<file path="config.mk">
export PLATFORM = sky130hd
export DESIGN_NAME = node_tree_walker_flat
export DESIGN_NICKNAME = d
export VERILOG_FILES = /design/src/rtl/node_tree_walker_if.sv /design/src/rtl/node_tree_walker.sv /design/src/flat_wrapper.sv
export SDC_FILE = /design/constraint.sdc
export NUM_CORES = 2
export LEC_CHECK = 0
export CORE_ASPECT_RATIO = 2
export CORE_MARGIN = 2
export CORE_UTILIZATION = 47
export CTS_CLUSTER_SIZE = 14
export DETAILED_ROUTE_END_ITERATION = 8
export PLACE_DENSITY = 0.65
export SYNTH_ARGS = -nofsm -noshare
export SYNTH_HDL_FRONTEND = slang
export SYNTH_SLANG_ARGS = --single-unit
export TNS_END_PERCENT = 5
</file>
<file path="constraint.sdc">
create_clock -name clk_i -period 6 [get_ports clk_i]
set_clock_uncertainty 0.1 [all_clocks]
set_input_delay 0.9 -clock clk_i [delete_from_list [all_inputs] [get_ports clk_i]]
set_output_delay 0.9 -clock clk_i [all_outputs]
set_load 0.1 [all_outputs]
</file>
<file path="src/rtl/node_tree_walker_if.sv">
// Field-id / pop / resolved-node handshake bundle for node_tree_walker.
// The walker sits on the slave modport; the parser and consumer side sit on the master modport.
interface node_tree_walker_if #(
  parameter int unsigned ID_W      = 8,
  parameter int unsigned NODE_W    = 6,
  parameter int unsigned MAX_DEPTH = 8
) ();
  localparam int unsigned DEPTH_W = $clog2(MAX_DEPTH + 1);

  logic [ID_W-1:0]    field_id_i;
  logic               field_id_valid_i;
  logic               field_id_rdy_o;
  logic               pop_valid_i;
  logic               pop_rdy_o;
  logic [NODE_W-1:0]  node_o;
  logic               node_leaf_o;
  logic               node_miss_o;
  logic [DEPTH_W-1:0] node_depth_o;
  logic               node_valid_o;
  logic               node_rdy_i;

  modport master (
    output field_id_i, field_id_valid_i, pop_valid_i, node_rdy_i,
    input  field_id_rdy_o, pop_rdy_o, node_o, node_leaf_o, node_miss_o,
           node_depth_o, node_valid_o
  );

  modport slave (
    input  field_id_i, field_id_valid_i, pop_valid_i, node_rdy_i,
    output field_id_rdy_o, pop_rdy_o, node_o, node_leaf_o, node_miss_o,
           node_depth_o, node_valid_o
  );
endinterface

</file>
<file path="src/rtl/node_tree_walker.sv">
// Run-time-programmable message-tree walker with a depth stack for sub-messages.
// Optional NODE_TREE_STATS_EN adds saturating hit/miss counters.
module node_tree_walker #(
  parameter int unsigned ID_W         = 8,
  parameter int unsigned NODE_W       = 6,
  parameter int unsigned MAX_CHILDREN = 4,
  parameter int unsigned MAX_DEPTH    = 8,
  parameter int unsigned SLOT_W       = $clog2(MAX_CHILDREN),
  parameter int unsigned DEPTH_W      = $clog2(MAX_DEPTH + 1)
) (
  input  logic                     clk_i,
  input  logic                     reset_i,
  node_tree_walker_if.slave        bus,
  input  logic                     cfg_we_i,
  input  logic [NODE_W+SLOT_W-1:0] cfg_addr_i,
  input  logic [ID_W+NODE_W+1:0]   cfg_data_i,
  output logic                     err_overflow_o,
  output logic                     err_underflow_o
`ifdef NODE_TREE_STATS_EN
  ,
  output logic [31:0]              hit_count_o,
  output logic [31:0]              miss_count_o
`endif
);

  localparam int unsigned ENTRIES = 2 ** (NODE_W + SLOT_W);
  localparam int unsigned SP_W    = (MAX_DEPTH > 1) ? $clog2(MAX_DEPTH) : 1;
  localparam logic [DEPTH_W-1:0] DEPTH_MAX = DEPTH_W'(MAX_DEPTH);
  localparam logic [DEPTH_W-1:0] DEPTH_ONE = DEPTH_W'(1);

  localparam logic [1:0] S_IDLE = 2'd0;
  localparam logic [1:0] S_RD   = 2'd1;
  localparam logic [1:0] S_CMP  = 2'd2;
  localparam logic [1:0] S_OUT  = 2'd3;

  logic [1:0]         state;
  logic [NODE_W-1:0]  cur_node;
  logic [DEPTH_W-1:0] depth;
  logic [NODE_W-1:0]  stack_q [MAX_DEPTH];
  logic [ID_W-1:0]    id_q;

  logic [ENTRIES-1:0] tbl_valid;
  logic               tbl_leaf  [ENTRIES];
  logic [NODE_W-1:0]  tbl_child [ENTRIES];
  logic [ID_W-1:0]    tbl_fid   [ENTRIES];

  logic               rd_valid [MAX_CHILDREN];
  logic               rd_leaf  [MAX_CHILDREN];
  logic [NODE_W-1:0]  rd_child [MAX_CHILDREN];
  logic [ID_W-1:0]    rd_fid   [MAX_CHILDREN];

  logic [NODE_W-1:0]  node_q;
  logic               leaf_q;
  logic               miss_q;
  logic [DEPTH_W-1:0] depth_q;
  logic               valid_q;
  logic               push_q;

  logic               idle;
  logic               field_acc;
  logic               pop_acc;
  logic               out_hs;
  logic               at_top;
  logic               at_root;
  logic [DEPTH_W-1:0] depth_m1;
  logic [DEPTH_W-1:0] depth_p1;
  logic [SP_W-1:0]    sp_push;
  logic [SP_W-1:0]    sp_pop;

  logic               hit;
  logic               hit_leaf;
  logic [NODE_W-1:0]  hit_child;

  // Gated by reset so every output reads 0 while reset is held.
  assign idle                 = (state == S_IDLE) && reset_i;
  assign bus.pop_rdy_o        = idle;
  assign bus.field_id_rdy_o   = idle && !bus.pop_valid_i;
  assign field_acc            = bus.field_id_valid_i && bus.field_id_rdy_o;
  assign pop_acc              = bus.pop_valid_i && bus.pop_rdy_o;
  assign out_hs               = (state == S_OUT) && bus.node_rdy_i;

  assign at_top   = (depth == DEPTH_MAX);
  assign at_root  = (depth == '0);
  assign depth_m1 = depth - DEPTH_ONE;
  assign depth_p1 = depth + DEPTH_ONE;
  assign sp_push  = depth[SP_W-1:0];
  assign sp_pop   = depth_m1[SP_W-1:0];

  assign bus.node_o       = node_q;
  assign bus.node_leaf_o  = leaf_q;
  assign bus.node_miss_o  = miss_q;
  assign bus.node_depth_o = depth_q;
  assign bus.node_valid_o = valid_q;

  always_ff @(posedge clk_i or negedge reset_i) begin
    if (!reset_i) begin
      tbl_valid <= '0;
    end else if (cfg_we_i) begin
      tbl_valid[cfg_addr_i] <= cfg_data_i[ID_W+NODE_W+1];
    end
  end

  always_ff @(posedge clk_i) begin
    if (cfg_we_i) begin
      tbl_leaf[cfg_addr_i]  <= cfg_data_i[ID_W+NODE_W];
      tbl_child[cfg_addr_i] <= cfg_data_i[ID_W+NODE_W-1:ID_W];
      tbl_fid[cfg_addr_i]   <= cfg_data_i[ID_W-1:0];
    end
  end

  // Snapshot of cur_node's children; a same-cycle cfg write lands after this read.
  always_ff @(posedge clk_i) begin
    if (field_acc) begin
      id_q <= bus.field_id_i;
    end
    if (state == S_RD) begin
      for (int unsigned s = 0; s < MAX_CHILDREN; s++) begin
        rd_valid[s] <= tbl_valid[{cur_node, SLOT_W'(s)}];
        rd_leaf[s]  <= tbl_leaf[{cur_node, SLOT_W'(s)}];
        rd_child[s] <= tbl_child[{cur_node, SLOT_W'(s)}];
        rd_fid[s]   <= tbl_fid[{cur_node, SLOT_W'(s)}];
      end
    end
  end

  always_comb begin
    hit       = 1'b0;
    hit_leaf  = 1'b0;
    hit_child = '0;
    for (int unsigned s = 0; s < MAX_CHILDREN; s++) begin
      if (!hit && rd_valid[s] && (rd_fid[s] == id_q)) begin
        hit       = 1'b1;
        hit_leaf  = rd_leaf[s];
        hit_child = rd_child[s];
      end
    end
  end

  always_ff @(posedge clk_i) begin
    if (out_hs && push_q && !at_top) begin
      stack_q[sp_push] <= cur_node;
    end
  end

  always_ff @(posedge clk_i or negedge reset_i) begin
    if (!reset_i) begin
      state           <= S_IDLE;
      cur_node        <= '0;
      depth           <= '0;
      node_q          <= '0;
      leaf_q          <= 1'b0;
      miss_q          <= 1'b0;
      depth_q         <= '0;
      valid_q         <= 1'b0;
      push_q          <= 1'b0;
      err_overflow_o  <= 1'b0;
      err_underflow_o <= 1'b0;
    end else begin
      case (state)
        S_IDLE: begin
          if (pop_acc) begin
            if (at_root) begin
              err_underflow_o <= 1'b1;
            end else begin
              cur_node <= stack_q[sp_pop];
              depth    <= depth_m1;
            end
          end else if (field_acc) begin
            state <= S_RD;
          end
        end
        S_RD: state <= S_CMP;
        S_CMP: begin
          node_q  <= hit ? hit_child : '0;
          leaf_q  <= hit && hit_leaf;
          miss_q  <= !hit;
          depth_q <= (hit && !hit_leaf && !at_top) ? depth_p1 : depth;
          push_q  <= hit && !hit_leaf;
          valid_q <= 1'b1;
          state   <= S_OUT;
        end
        S_OUT: begin
          if (bus.node_rdy_i) begin
            valid_q <= 1'b0;
            state   <= S_IDLE;
            if (push_q) begin
              if (at_top) begin
                err_overflow_o <= 1'b1;
              end else begin
                cur_node <= node_q;
                depth    <= depth_p1;
              end
            end
          end
        end
        default: state <= S_IDLE;
      endcase
    end
  end

`ifdef NODE_TREE_STATS_EN
  always_ff @(posedge clk_i or negedge reset_i) begin
    if (!reset_i) begin
      hit_count_o  <= '0;
      miss_count_o <= '0;
    end else if (out_hs) begin
      if (miss_q) begin
        if (miss_count_o != '1) miss_count_o <= miss_count_o + 32'd1;
      end else begin
        if (hit_count_o != '1) hit_count_o <= hit_count_o + 32'd1;
      end
    end
  end
`endif

endmodule

</file>
<file path="src/flat_wrapper.sv">
// flat-port wrapper written by rule: the top's interface ports become plain ports
module node_tree_walker_flat 
#(
  parameter int unsigned ID_W         = 8,
  parameter int unsigned NODE_W       = 6,
  parameter int unsigned MAX_CHILDREN = 4,
  parameter int unsigned MAX_DEPTH    = 8,
  parameter int unsigned SLOT_W       = $clog2(MAX_CHILDREN),
  parameter int unsigned DEPTH_W      = $clog2(MAX_DEPTH + 1)
)
  (clk_i, reset_i, cfg_we_i, cfg_addr_i, cfg_data_i, err_overflow_o, err_underflow_o, bus_field_id_i, bus_field_id_valid_i, bus_pop_valid_i, bus_node_rdy_i, bus_field_id_rdy_o, bus_pop_rdy_o, bus_node_o, bus_node_leaf_o, bus_node_miss_o, bus_node_depth_o, bus_node_valid_o);
  node_tree_walker_if #(.ID_W(ID_W), .NODE_W(NODE_W), .MAX_DEPTH(MAX_DEPTH)) bus_i ();
  input  logic clk_i;
  input  logic reset_i;
  input  logic cfg_we_i;
  input  logic [NODE_W+SLOT_W-1:0] cfg_addr_i;
  input  logic [ID_W+NODE_W+1:0] cfg_data_i;
  output logic err_overflow_o;
  output logic err_underflow_o;
  input wire logic [$bits(bus_i.field_id_i)-1:0] bus_field_id_i;
  input wire logic [$bits(bus_i.field_id_valid_i)-1:0] bus_field_id_valid_i;
  input wire logic [$bits(bus_i.pop_valid_i)-1:0] bus_pop_valid_i;
  input wire logic [$bits(bus_i.node_rdy_i)-1:0] bus_node_rdy_i;
  output wire logic [$bits(bus_i.field_id_rdy_o)-1:0] bus_field_id_rdy_o;
  output wire logic [$bits(bus_i.pop_rdy_o)-1:0] bus_pop_rdy_o;
  output wire logic [$bits(bus_i.node_o)-1:0] bus_node_o;
  output wire logic [$bits(bus_i.node_leaf_o)-1:0] bus_node_leaf_o;
  output wire logic [$bits(bus_i.node_miss_o)-1:0] bus_node_miss_o;
  output wire logic [$bits(bus_i.node_depth_o)-1:0] bus_node_depth_o;
  output wire logic [$bits(bus_i.node_valid_o)-1:0] bus_node_valid_o;
  assign bus_i.field_id_i = bus_field_id_i;
  assign bus_i.field_id_valid_i = bus_field_id_valid_i;
  assign bus_i.pop_valid_i = bus_pop_valid_i;
  assign bus_i.node_rdy_i = bus_node_rdy_i;
  assign bus_field_id_rdy_o = bus_i.field_id_rdy_o;
  assign bus_pop_rdy_o = bus_i.pop_rdy_o;
  assign bus_node_o = bus_i.node_o;
  assign bus_node_leaf_o = bus_i.node_leaf_o;
  assign bus_node_miss_o = bus_i.node_miss_o;
  assign bus_node_depth_o = bus_i.node_depth_o;
  assign bus_node_valid_o = bus_i.node_valid_o;
  node_tree_walker #(.ID_W(ID_W), .NODE_W(NODE_W), .MAX_CHILDREN(MAX_CHILDREN), .MAX_DEPTH(MAX_DEPTH), .SLOT_W(SLOT_W), .DEPTH_W(DEPTH_W)) u_core (.clk_i(clk_i), .reset_i(reset_i), .bus(bus_i), .cfg_we_i(cfg_we_i), .cfg_addr_i(cfg_addr_i), .cfg_data_i(cfg_data_i), .err_overflow_o(err_overflow_o), .err_underflow_o(err_underflow_o));
endmodule
</file>
==> flow_summary.json <==
{
  "design_area_mm2": 0.183,
  "min_path_cells": 1,
  "grt_usage_pct": 22.4,
  "drive_gt1_share_pct": 33.6,
  "crit_arrival_ps": 3340,
  "synth_area_mm2": 0.164,
  "wl_met2_um": 218000,
  "slew_violations": 0,
  "status": "completed",
  "ys.flop_type": "edfxtp_1",
  "synth_edf_count": 3960,
  "p_per_area_mw_per_mm2": 404,
  "synth_cell_types": 47,
  "clock-sinks": 4244,
  "crit_fanout": 43,
  "startpoint_type": "input port",
  "clkTransAtPathRegs_ps": 70,
  "dpl_cell_area_mm2": 0.172,
  "multi_input_area_mm2": 0.0363,
  "min_from": "cfg_data_i[0]",
  "fin_crit_sh_pct": 72.4,
  "wl_met3_um": 20600,
  "ir_drop_uv": 259,
  "async_reset_ff_share_pct": 6.69,
  "gp_congestion": 0.857,
  "clk_latency_ps": 930,
  "ys_ff_latch": 4244,
  "vias": 73000,
  "initial_core_util_pct": 47.2,
  "postSynthAreaPerCell_um2": 24.1,
  "hold_path_class": "input port to flop",
  "relSlewSlack_pct": 2.20,
  "num_rows": 306,
  "reg2reg_to": "u_core.rd_fid[3][4]$_DFFE_PN_",
  "setup-tns-final_ps": 0,
  "clockBufferDepth": 4,
  "synth-warning-count": 0,
  "drt_pass1_iterations": 6,
  "cp-end-kind": "primary output",
  "cts_tree": "built",
  "postCtsSetupBuffers": 0,
  "regArea_mm2": 0.126,
  "fin_crit_ps": 4340,
  "grt_pass1_wl_um": 569000,
  "wl_um": 396000,
  "min_to": "u_core.tbl_fid[187][0]$_DFFE_PP_",
  "setup_violations": 0,
  "cts_buffers": 360,
  "critPathRequiredTime_ps": 5000,
  "die_h_um": 839,
  "ctsHoldBuffers": 1,
  "boundaryPins": 55,
  "tightest_slew_ps": 1470,
  "fin_nets": 7277,
  "ant_nets": 0,
  "synth_fp_nets": 6849,
  "overflow": 0,
  "area_delta_synth_final_pct": 12.0,
  "grt_max_degree": 161,
  "yosysSeqAreaShare_pct": 77.0,
  "ff2ff_path_depth": 6,
  "core_mm2": 0.347,
  "top_layer_used": "met5",
  "cap_violations": 0,
  "die_area_mm2": 0.353,
  "first_iter_violations": 7038,
  "cts_resized": 0,
  "p_leak_nw": 57.0,
  "syn_inst": 6804,
  "drc": 0,
  "rsz0062_at_grt": "false",
  "hold_viol": 0,
  "rrSetupSlack_ps": 1890,
  "die_w_um": 421,
  "path_class": "input port to primary output",
  "port_buffers": 54,
  "cts-root-buf": "clkbuf_16",
  "htree_levels": 5,
  "grt_pass1_vias": 77400,
  "finalPower_mw": 74.0,
  "hpwl_um": 254000,
  "clock.fmax_mhz": 230,
  "antenna_found_initial": 26,
  "fillCellCount": 26200,
  "viasPerCell": 5.97,
  "met1_length_um": 134000,
  "wl_per_cell_um": 32.4,
  "reg2reg_from": "u_core.cur_node[0]$_DFFE_PN0P_"
}
==> per-stage QoR <==
step	hold WS, ps	setup slack, ps	cells	utilization, %
after global placement	356	1300	11500	49.7
after detailed placement	373	1260	11500	49.7
after CTS	330	1610	12100	52.8
final	376	1660	12200	52.8
after global routing	372	1520	12200	52.8
after floorplan	354	2660	6804	-
==> flip-flops by register name, summed over array words and instances (netlist names), 2 cells and up <==
| signal | cells |
|---|---|
| u_core.bus.node_depth_o | 4 |
| u_core.depth | 4 |
| u_core.rd_leaf | 4 |
| u_core.rd_fid | 32 |
| u_core.cur_node | 6 |
| u_core.tbl_leaf | 256 |
| u_core.rd_child | 24 |
| u_core.state | 2 |
| u_core.id_q | 8 |
| u_core.tbl_valid | 256 |
| u_core.tbl_child | 1536 |
| u_core.stack_q | 48 |
| u_core.rd_valid | 4 |
| u_core.tbl_fid | 2048 |
| u_core.bus.node_o | 6 |
==> worst max-delay path, cell delays in order <==
cell,delay (ps)
dlygate4sd3_1,560
buf_8,390
nand2_1,140
nor2_1,130
clkdlybuf4s50_1,1150
==> per-layer routing <==
layer,up-vias,track usage (%)
li1,29900,-
met1,40100,25.3
met2,2438,41.3
met3,602,2.92
met4,12,11.8
met5,-,0
==> power by group <==
| group | switching [mW] | internal, mW |
|---|---|---|
| Clock | 10.1 | 11.8 |
| Combinational | 10.0 | 8.25 |
| Sequential | 0.702 | 33.0 |
==> worst max path at each step <==
stage | slack [ps] | start | end | cells after the start
global placement | 1300 | cfg_addr_i[0] | u_core.tbl_valid[46]$_DFFE_PN0P_ | 8
CTS | 1610 | reset_i | bus_field_id_rdy_o | 5
global route | 1520 | reset_i | bus_field_id_rdy_o | 5
detailed placement | 1260 | cfg_addr_i[0] | u_core.tbl_valid[153]$_DFFE_PN0P_ | 7
floorplan | 2660 | cfg_addr_i[1] | u_core.tbl_valid[110]$_DFFE_PN0P_ | 7
finish | 1660 | reset_i | bus_field_id_rdy_o | 5
==> cell usage after synthesis, drive strengths merged, types with 11 or more instances <==
library cell,number,area share (%)
o21ai,15,0.046
nand2,51,0.12
nand3,46,0.14
buf,129,0.34
nor2,291,0.67
mux4,1356,19
nand4,15,0.057
a21oi,19,0.058
mux2,256,1.8
xor2,11,0.059
xnor2,26,0.14
dfrtp,284,4.3
clkbuf,256,0.59
nor2b,13,0.050
edfxtp,3960,73
==> cell type report <==
class | count | share of cell area, %
sequential | 4244 | 68.8
multi-input combinational | 2166 | 19.8
clock buffer | 587 | 5.60
tap | 4620 | 3.15
timing repair buffer | 451 | 2.30
clock inverter | 45 | 0.208
antenna | 108 | 0.147
inverter | 9 | 0.0184
==> cells by family (layout without fill, tap and decap cells) <==
logic type	after synthesis	in the layout	synth area share (%)
flops	4244	4244	77.0
mux	1620	1620	20.5
simple gates	445	445	1.14
buf+inv	394	1092	0.946
compound gates	57	57	0.222
xor+xnor	37	37	0.198
fa+ha+maj	7	7	0.0535
other cells	0	108	0
==> layout by cell type, fill, tap and decap left out, types with 37 or more instances in the layout <==
master,count
edfxtp_1,3960
mux4_2,1356
clkbuf_16,367
buf_4,346
dfrtp_1,278
mux2_2,256
nor2_1,230
clkbuf_1,195
diode_2,108
nor2_2,61
nand2_1,50
buf_12,50
nand3_1,46
clkbuf_8,40
clkdlybuf4s50_1,37
Note: power is estimated with default switching activity, not from simulation.
